**src/rtl/dmem_arb_pkg.sv**
```systemverilog
// Shared types for the data-memory arbiter.
// State encoding and RV32 load/store width codes.
package dmem_arb_pkg;

  typedef enum logic [1:0] {
    IDLE     = 2'd0,
    ACCESS   = 2'd1,
    ERR_RESP = 2'd2
  } state_t;

  localparam logic [2:0] FUNCT3_B  = 3'b000;
  localparam logic [2:0] FUNCT3_H  = 3'b001;
  localparam logic [2:0] FUNCT3_W  = 3'b010;
  localparam logic [2:0] FUNCT3_BU = 3'b100;
  localparam logic [2:0] FUNCT3_HU = 3'b101;

endpackage

```
**src/rtl/dmem_align_check.sv**
```systemverilog
// Legality check of one memory command.
// Ports: funct3, addr_lo (addr[1:0]), we in; bad out (misaligned/illegal).
module dmem_align_check
  import dmem_arb_pkg::*;
(
  input  logic [2:0] funct3,
  input  logic [1:0] addr_lo,
  input  logic       we,
  output logic       bad
);

  always_comb begin
    bad = 1'b1;
    case (funct3)
      FUNCT3_B:  bad = 1'b0;
      FUNCT3_H:  bad = addr_lo[0];
      FUNCT3_W:  bad = |addr_lo;
      // unsigned widths exist only for loads
      FUNCT3_BU: bad = we;
      FUNCT3_HU: bad = we | addr_lo[0];
      default:   bad = 1'b1;
    endcase
  end

endmodule

```
**src/rtl/dmem_arbiter.sv**
```systemverilog
// Round-robin arbiter sharing one data memory between CPU (r0) and DMA (r1).
// Ports: clk, rst; per requester req/we/addr/wdata/funct3 in, gnt/rvalid/rdata/err out;
// memory strobes, address, write data, funct3 out; mem_read_data in.
module dmem_arbiter
  import dmem_arb_pkg::*;
#(
  parameter int ADDR_W = 32,
  parameter int DATA_W = 32
) (
  input  logic              clk,
  input  logic              rst,
  input  logic              r0_req,
  input  logic              r0_we,
  input  logic [ADDR_W-1:0] r0_addr,
  input  logic [DATA_W-1:0] r0_wdata,
  input  logic [2:0]        r0_funct3,
  output logic              r0_gnt,
  output logic              r0_rvalid,
  output logic [DATA_W-1:0] r0_rdata,
  output logic              r0_err,
  input  logic              r1_req,
  input  logic              r1_we,
  input  logic [ADDR_W-1:0] r1_addr,
  input  logic [DATA_W-1:0] r1_wdata,
  input  logic [2:0]        r1_funct3,
  output logic              r1_gnt,
  output logic              r1_rvalid,
  output logic [DATA_W-1:0] r1_rdata,
  output logic              r1_err,
  output logic              mem_MemRead,
  output logic              mem_MemWrite,
  output logic [ADDR_W-1:0] mem_address,
  output logic [DATA_W-1:0] mem_write_data,
  output logic [2:0]        mem_funct3,
  input  logic [DATA_W-1:0] mem_read_data
);

  state_t state, state_n;

  logic              any_req, sel, sel_bad, last;
  logic              sel_we;
  logic [ADDR_W-1:0] sel_addr;
  logic [DATA_W-1:0] sel_wdata;
  logic [2:0]        sel_f3;

  logic              owner, cmd_we;
  logic [ADDR_W-1:0] cmd_addr;
  logic [DATA_W-1:0] cmd_wdata;
  logic [2:0]        cmd_f3;

  logic              resp_v, resp_own;
  logic [DATA_W-1:0] resp_data;
  logic              in_acc, in_err, rv0, rv1;

  assign any_req = r0_req | r1_req;

  // on a tie, grant whoever was not granted last
  always_comb begin
    sel = r1_req & ~r0_req;
    if (r0_req && r1_req) sel = ~last;
  end

  assign sel_we    = sel ? r1_we     : r0_we;
  assign sel_addr  = sel ? r1_addr   : r0_addr;
  assign sel_wdata = sel ? r1_wdata  : r0_wdata;
  assign sel_f3    = sel ? r1_funct3 : r0_funct3;

  dmem_align_check u_chk (
    .funct3  (sel_f3),
    .addr_lo (sel_addr[1:0]),
    .we      (sel_we),
    .bad     (sel_bad)
  );

  always_ff @(posedge clk) begin
    if (rst) state <= IDLE;
    else     state <= state_n;
  end

  always_comb begin
    state_n = state;
    case (state)
      IDLE:     if (any_req) state_n = sel_bad ? ERR_RESP : ACCESS;
      ACCESS:   state_n = IDLE;
      ERR_RESP: state_n = IDLE;
      default:  state_n = IDLE;
    endcase
  end

  always_ff @(posedge clk) begin
    if (rst) begin
      last      <= 1'b1;
      owner     <= 1'b0;
      cmd_we    <= 1'b0;
      cmd_addr  <= '0;
      cmd_wdata <= '0;
      cmd_f3    <= '0;
      resp_v    <= 1'b0;
      resp_own  <= 1'b0;
      resp_data <= '0;
    end else begin
      resp_v <= 1'b0;
      if (state == IDLE && any_req) begin
        last      <= sel;
        owner     <= sel;
        cmd_we    <= sel_we;
        cmd_addr  <= sel_addr;
        cmd_wdata <= sel_wdata;
        cmd_f3    <= sel_f3;
      end
      // load data is taken at the end of ACCESS, returned next cycle
      if (state == ACCESS && !cmd_we) begin
        resp_v    <= 1'b1;
        resp_own  <= owner;
        resp_data <= mem_read_data;
      end
    end
  end

  assign mem_address    = cmd_addr;
  assign mem_write_data = cmd_wdata;
  assign mem_funct3     = cmd_f3;

  // everything visible is forced low while rst is high,
  // which also keeps an in-flight store from committing
  always_comb begin
    in_acc       = (state == ACCESS) & ~rst;
    in_err       = (state == ERR_RESP) & ~rst;
    rv0          = resp_v & ~resp_own & ~rst;
    rv1          = resp_v & resp_own & ~rst;
    mem_MemRead  = in_acc & ~cmd_we;
    mem_MemWrite = in_acc & cmd_we;
    r0_gnt       = (in_acc | in_err) & ~owner;
    r1_gnt       = (in_acc | in_err) & owner;
    r0_err       = in_err & ~owner;
    r1_err       = in_err & owner;
    r0_rvalid    = rv0 | r0_err;
    r1_rvalid    = rv1 | r1_err;
    r0_rdata     = rv0 ? resp_data : '0;
    r1_rdata     = rv1 ? resp_data : '0;
  end

endmodule

```
**config.mk**
```make
export PLATFORM = sky130hd
export DESIGN_NAME = dmem_arbiter
export DESIGN_NICKNAME = d
export VERILOG_FILES = /design/src/rtl/dmem_arb_pkg.sv /design/src/rtl/dmem_align_check.sv /design/src/rtl/dmem_arbiter.sv
export SDC_FILE = /design/constraint.sdc
export NUM_CORES = 1
export LEC_CHECK = 0
export ABC_AREA = 1
export CAP_MARGIN = 40
export CORE_AREA = 2 2 121 123
export CTS_BUF_LIST = sky130_fd_sc_hd__clkbuf_4
export CTS_CLUSTER_DIAMETER = 120
export DETAILED_ROUTE_END_ITERATION = 12
export DIE_AREA = 0 0 123 125
export PLACE_DENSITY = 0.83
export SLEW_MARGIN = 40
export SYNTH_ARGS = -nofsm -noshare
export SYNTH_HDL_FRONTEND = slang
export SYNTH_HIERARCHICAL = 1
export SYNTH_SLANG_ARGS = --single-unit
```
**constraint.sdc**
```tcl
create_clock -name clk -period 4.1 [get_ports clk]
set_clock_uncertainty 0.1 [all_clocks]
set_input_delay 1.025 -clock clk [delete_from_list [all_inputs] [get_ports clk]]
set_output_delay 1.025 -clock clk [all_outputs]
set_load 0.02 [all_outputs]
```
# [Yosys cells after proc, flatten, opt, wreduce, memory -nomap -nowiden]
# Index checks and enable logic that the tools add are counted.
[op_classes] eq_ne=6 n_mux=10 n_bitwise=25 reduce_logical=8
[ops] cell="two-way mux 32 bit" count=4
[ops] cell="AND 1 bit" count=13
[ops] cell="NOT 1 bit" count=7
[ops] cell="equality test 3 bit (second input constant)" count=2
[ops] cell="OR 1 bit" count=5
[ops] cell="one-hot mux 1 bit (5 select lines)" count=1
[ops] cell="OR reduction 2 bit" count=2
[ops] cell="equality test 3 x 1 -> 1 bit (second input constant)" count=1
[ops] cell="equality test 3 x 2 -> 1 bit (second input constant)" count=1
[ops] cell="logical AND 1 bit" count=3
[ops] cell="zero test 3 bit" count=1
[ops] cell="two-way mux 1 bit" count=3
[ops] cell="two-way mux 3 bit" count=1
[ops] cell="equality test 2 x 1 -> 1 bit (second input constant)" count=1
[ops] cell="equality test 2 bit (second input constant)" count=1
[ops] cell="zero test 2 bit" count=1
[ops] cell="two-way mux 2 bit" count=1
[ops] cell="zero test 1 bit" count=1
[totals] ff_bits=106 in_bits=172 output_inout_bits=139 elab_cells=59

# [Logic depth before layout (Yosys ltp)]
[logic_depth] word_depth=7 depth_mapped=12 mapped_depth_nobuf=11

# [Hierarchy]
# Netlist, hierarchy kept.
[by_module_without_submodules] module="dmem_arbiter" instances=1 cells_each=1001 area_per_inst_um2=5666.7 seq_area_each_um2=2122.0
[by_module_without_submodules] module="dmem_align_check" instances=1 cells_each=9 area_per_inst_um2=35.0 seq_area_each_um2=0.0

# [Least setup slack after synthesis]
# No wires, ideal clock.
[synth_timing] path_type="input -> output" from="in rst" to="out r0_rdata[10]" t_arrival_ps=1988 required_time_ps=2975 setup_slack_ps=987 path_stages=6 n_path_buf=3 path_cell_list="buf_2 -> inv_2 -> buf_4 -> nand3b_1 -> buf_2 -> nor2_1"
[synth_via] elab_chain_len=3
[synth_rtl] item="start, declared" line="dmem_arbiter.sv:11" source="input logic rst,"
[synth_rtl] item="NOT 1 bit" line="dmem_arbiter.sv:129" source="rv0 = resp_v & ~resp_own & ~rst;"
[synth_rtl] item="AND 1 bit" line="dmem_arbiter.sv:129"
[synth_rtl] item="two-way mux 32 bit" line="dmem_arbiter.sv:139" source="r0_rdata = rv0 ? resp_data : '0;"
[synth_rtl] item="end, declared" line="dmem_arbiter.sv:19" source="output logic [DATA_W-1:0] r0_rdata,"
# Every way passes these cells.

# [Worst setup path after layout]
[layout_timing] from="in rst" to="out r1_gnt"
[layout_via] elab_chain_len=4 elab_cells_between_ends=5 cone_classes="bitwise: 5"
[layout_rtl] item="NOT 1 bit (*)" line="dmem_arbiter.sv:127, dmem_arbiter.sv:128"
[layout_rtl] item="AND 1 bit (on tied branches)" line="dmem_arbiter.sv:127, dmem_arbiter.sv:128"
[layout_rtl] item="OR 1 bit (*)" line="dmem_arbiter.sv:134" source="r1_gnt = (in_acc | in_err) & owner;"
[layout_rtl] item="AND 1 bit (*)" line="dmem_arbiter.sv:134"
[layout_rtl] item="end, declared" line="dmem_arbiter.sv:26" source="output logic r1_gnt,"
# Every way passes the cells marked *; elsewhere a longest branch is shown, timed or not.

==> flow_summary.toml <==
[run_status]
outcome = "finished, final reports clean"

[floorplan]
die-area_sq_mm = 0.0154
start_util = 0.401
die_w_microns = 123
ios = 311
row_count = 44
core-area_sq_mm = 0.0142
die_h_microns = 125

[cts]
hold_buffers = 0
cts_tree = "built"
clk_latency_ps = 470
numCtsBuffers = 9
cts.clk_slew.worst_paths_ps = 140
root_buffer = "clkbuf_4"
cts_setup_buffers = 0
clk_path_buf_depth = 2
cts_resized = 0
cts_htree_levels = 3
clkSinkCount = 106

[worst_hold_path]
worstHoldEndpoint = "resp_data[1]"
min_path_cells = 2
worst_hold_path_type = "flip-flop to flip-flop"
worstHoldStart = "resp_data[1]"

[drt]
first_pass_iters = 5
drt_iter0_drc = 269
via_per_inst = 4.30
ant_nets = 0
drt-wirelength-per-cell_microns = 11.7
remaining_drc_errors = 0
finalWirelength_mm = 17.4
vias = 6366

[critical_path]
worst_setup_path_start_kind = "input pin"
reg2reg_depth = 6
crit_path_frequent_cell = "clkdlybuf4s50_1"
worstSetupPathType = "input pin to primary output"
required_ps = 2970
worstPathArrival_ps = 2690
r2r_end = "mem_address[29]"
cp_slowest_cell = "clkdlybuf4s50_1"
cp_max_fo = 6
worstPathCellList = "clkdlybuf4s50_1 -> inv_2 -> nand3_1 -> a21oi_1 -> clkdlybuf4s50_1"
r2r_setup_slack_ps = 2170
r2r_start = "state[0]"
worst_setup_path_end_kind = "primary output"
slowest_delay_ps = 620

[timing]
hold_viol = 0
setup_tns_ps = 0
drv_slew = 0
period_needed_ps = 3810
setup_slack_ps = 286
setup_viol = 0
rsz0062_at_grt = "no"
worstMarginPinSlew_ps = 655
fin_crit_sh = 0.930
max_freq_ghz = 0.262
relSlewSlack = 0.562

[global_route]
grt_pass1_wl_mm = 27.6
overflow = 0
grt_pass1_vias = 5709
grt_max_degree = 64
grt_antenna_before_repair = 1
grt_use_total = 0.226

[synth]
syn_inst = 1010
ys_warn_count = 6
ys_ff_latch = 106
synth_nets = 1182
synth.distinct_cells = 18
synth.avg_cell_area_sq_um = 5.65
synth-seq-area-share = 0.372
netlist_area_sq_mm = 0.00570

[power_and_ir_drop]
p_int_mw = 1.80
p_clk_frac = 0.161
sw_frac_of_total = 0.362
power_switching_mw = 1.02
seqPwrFrac = 0.437
total_power_mw = 2.82
ir_drop_mv = 0.167
power_density_mw_per_mm2 = 315
combPwrFrac = 0.402
leakagePower_nw = 4.15

[layout]
post-route-cell-area_sq_mm = 0.00896
fillCellCount = 1371
final_util = 0.631
nets = 1462
drive_gt1_frac = 0.0270
syn2layout_area_growth_pct = 57.2

[placement]
dp_slack_ps = 267
gp_congestion = 0.863
io_buffers = 310
hpwl_mm = 13.3
placed_area_sq_mm = 0.00886

[job]
maxCapViolations = 0
==> worst max path at each step <==
stage          startpoint      endpoint  slack [ps]  cells after the start
2_1_floorplan         rst  r0_rdata[10]         990                      6
3_3_place_gp          rst        r0_gnt         270                      5
3_5_place_dp          rst     r0_rvalid         270                      5
4_1_cts               rst     r0_rvalid         260                      5
5_1_grt               rst     r0_rvalid         160                      5
6_report              rst        r1_gnt         290                      5
==> critical path: cells and delay by family <==
| kind | cells | cell delay (ps) |
|---|---|---|
| buf+inv | 3 | 1170 |
| compound gates | 1 | 240 |
| simple gates | 1 | 250 |
==> through the flow <==
stage,hold slack [ps],std cells
detailed placement,357,1463
floorplan,345,1010
CTS,377,1479
finish,376,1480
global placement,353,1463
global route,389,1480
==> placed cells by master, fill, tap and decap left out <==
| cell type | n |
|---|---|
| clkbuf_4 | 10 |
| a21oi_1 | 37 |
| nand2_1 | 351 |
| clkdlybuf4s50_1 | 310 |
| inv_1 | 166 |
| clkinv_1 | 5 |
| inv_2 | 6 |
| nor2_2 | 1 |
| o21ai_0 | 2 |
| diode_2 | 1 |
| clkinv_2 | 1 |
| nand2_2 | 2 |
| dfxtp_1 | 106 |
| nor2_4 | 1 |
| o21ai_1 | 2 |
| buf_12 | 2 |
| buf_4 | 10 |
| nand3_2 | 1 |
| nand3_1 | 10 |
| nand3b_1 | 1 |
| nor2_1 | 270 |
| nand2_4 | 1 |
==> cell type report <==
class	instances	area, sq um	share of cell area
Antenna cell	1	2.50	0.000279
Clock buffer	10	75.1	0.00838
Clock inverter	6	23.8	0.00265
Inverter	172	646	0.0720
Multi-Input combinational cell	679	2650	0.295
Sequential cell	106	2120	0.237
Tap cell	184	230	0.0257
Timing Repair Buffer	322	3220	0.359
==> Yosys cell counts, drive strengths merged <==
cell      n  area share
o21ai     4      0.0035
a21oi    37       0.032
nand2   354        0.23
nand3b    1      0.0013
dfxtp   106        0.37
clkbuf   14      0.0092
buf      39       0.042
nand3    11       0.011
nor2    272        0.18
inv     172        0.11
==> power groups by stage <==
stage               sequential [mW]  combinational [mW]  clock (mW)
floorplan                      1.38               0.525           0
global placement               1.25                1.13           0
detailed placement             1.26                1.14           0
CTS                            1.23                1.15       0.470
global route                   1.25                1.26       0.513
finish                         1.23                1.13       0.453
==> kinds of logic after synthesis <==
group,count (synthesis),synth area share
AND/OR/NAND/NOR,638,0.427
buffers and inverters,225,0.165
flip-flops,106,0.372
AO/OA/AOI/OAI,41,0.0360
==> layer usage <==
metal	GRT usage	vias to the layer above	wire, microns
met5	0	-	0
met4	0.0782	0	345
met3	0.0675	19	1560
met2	0.418	212	8760
met1	0.241	2699	6690
li1	-	3436	-
==> sequential cells by signal, indices dropped and copies added, names as in the netlist <==
signal	cells
mem_address	32
resp_v	1
mem_write_data	32
cmd_we	1
owner	1
last	1
state	2
resp_data	32
resp_own	1
mem_funct3	3
Power figures use the tool's default switching activity.
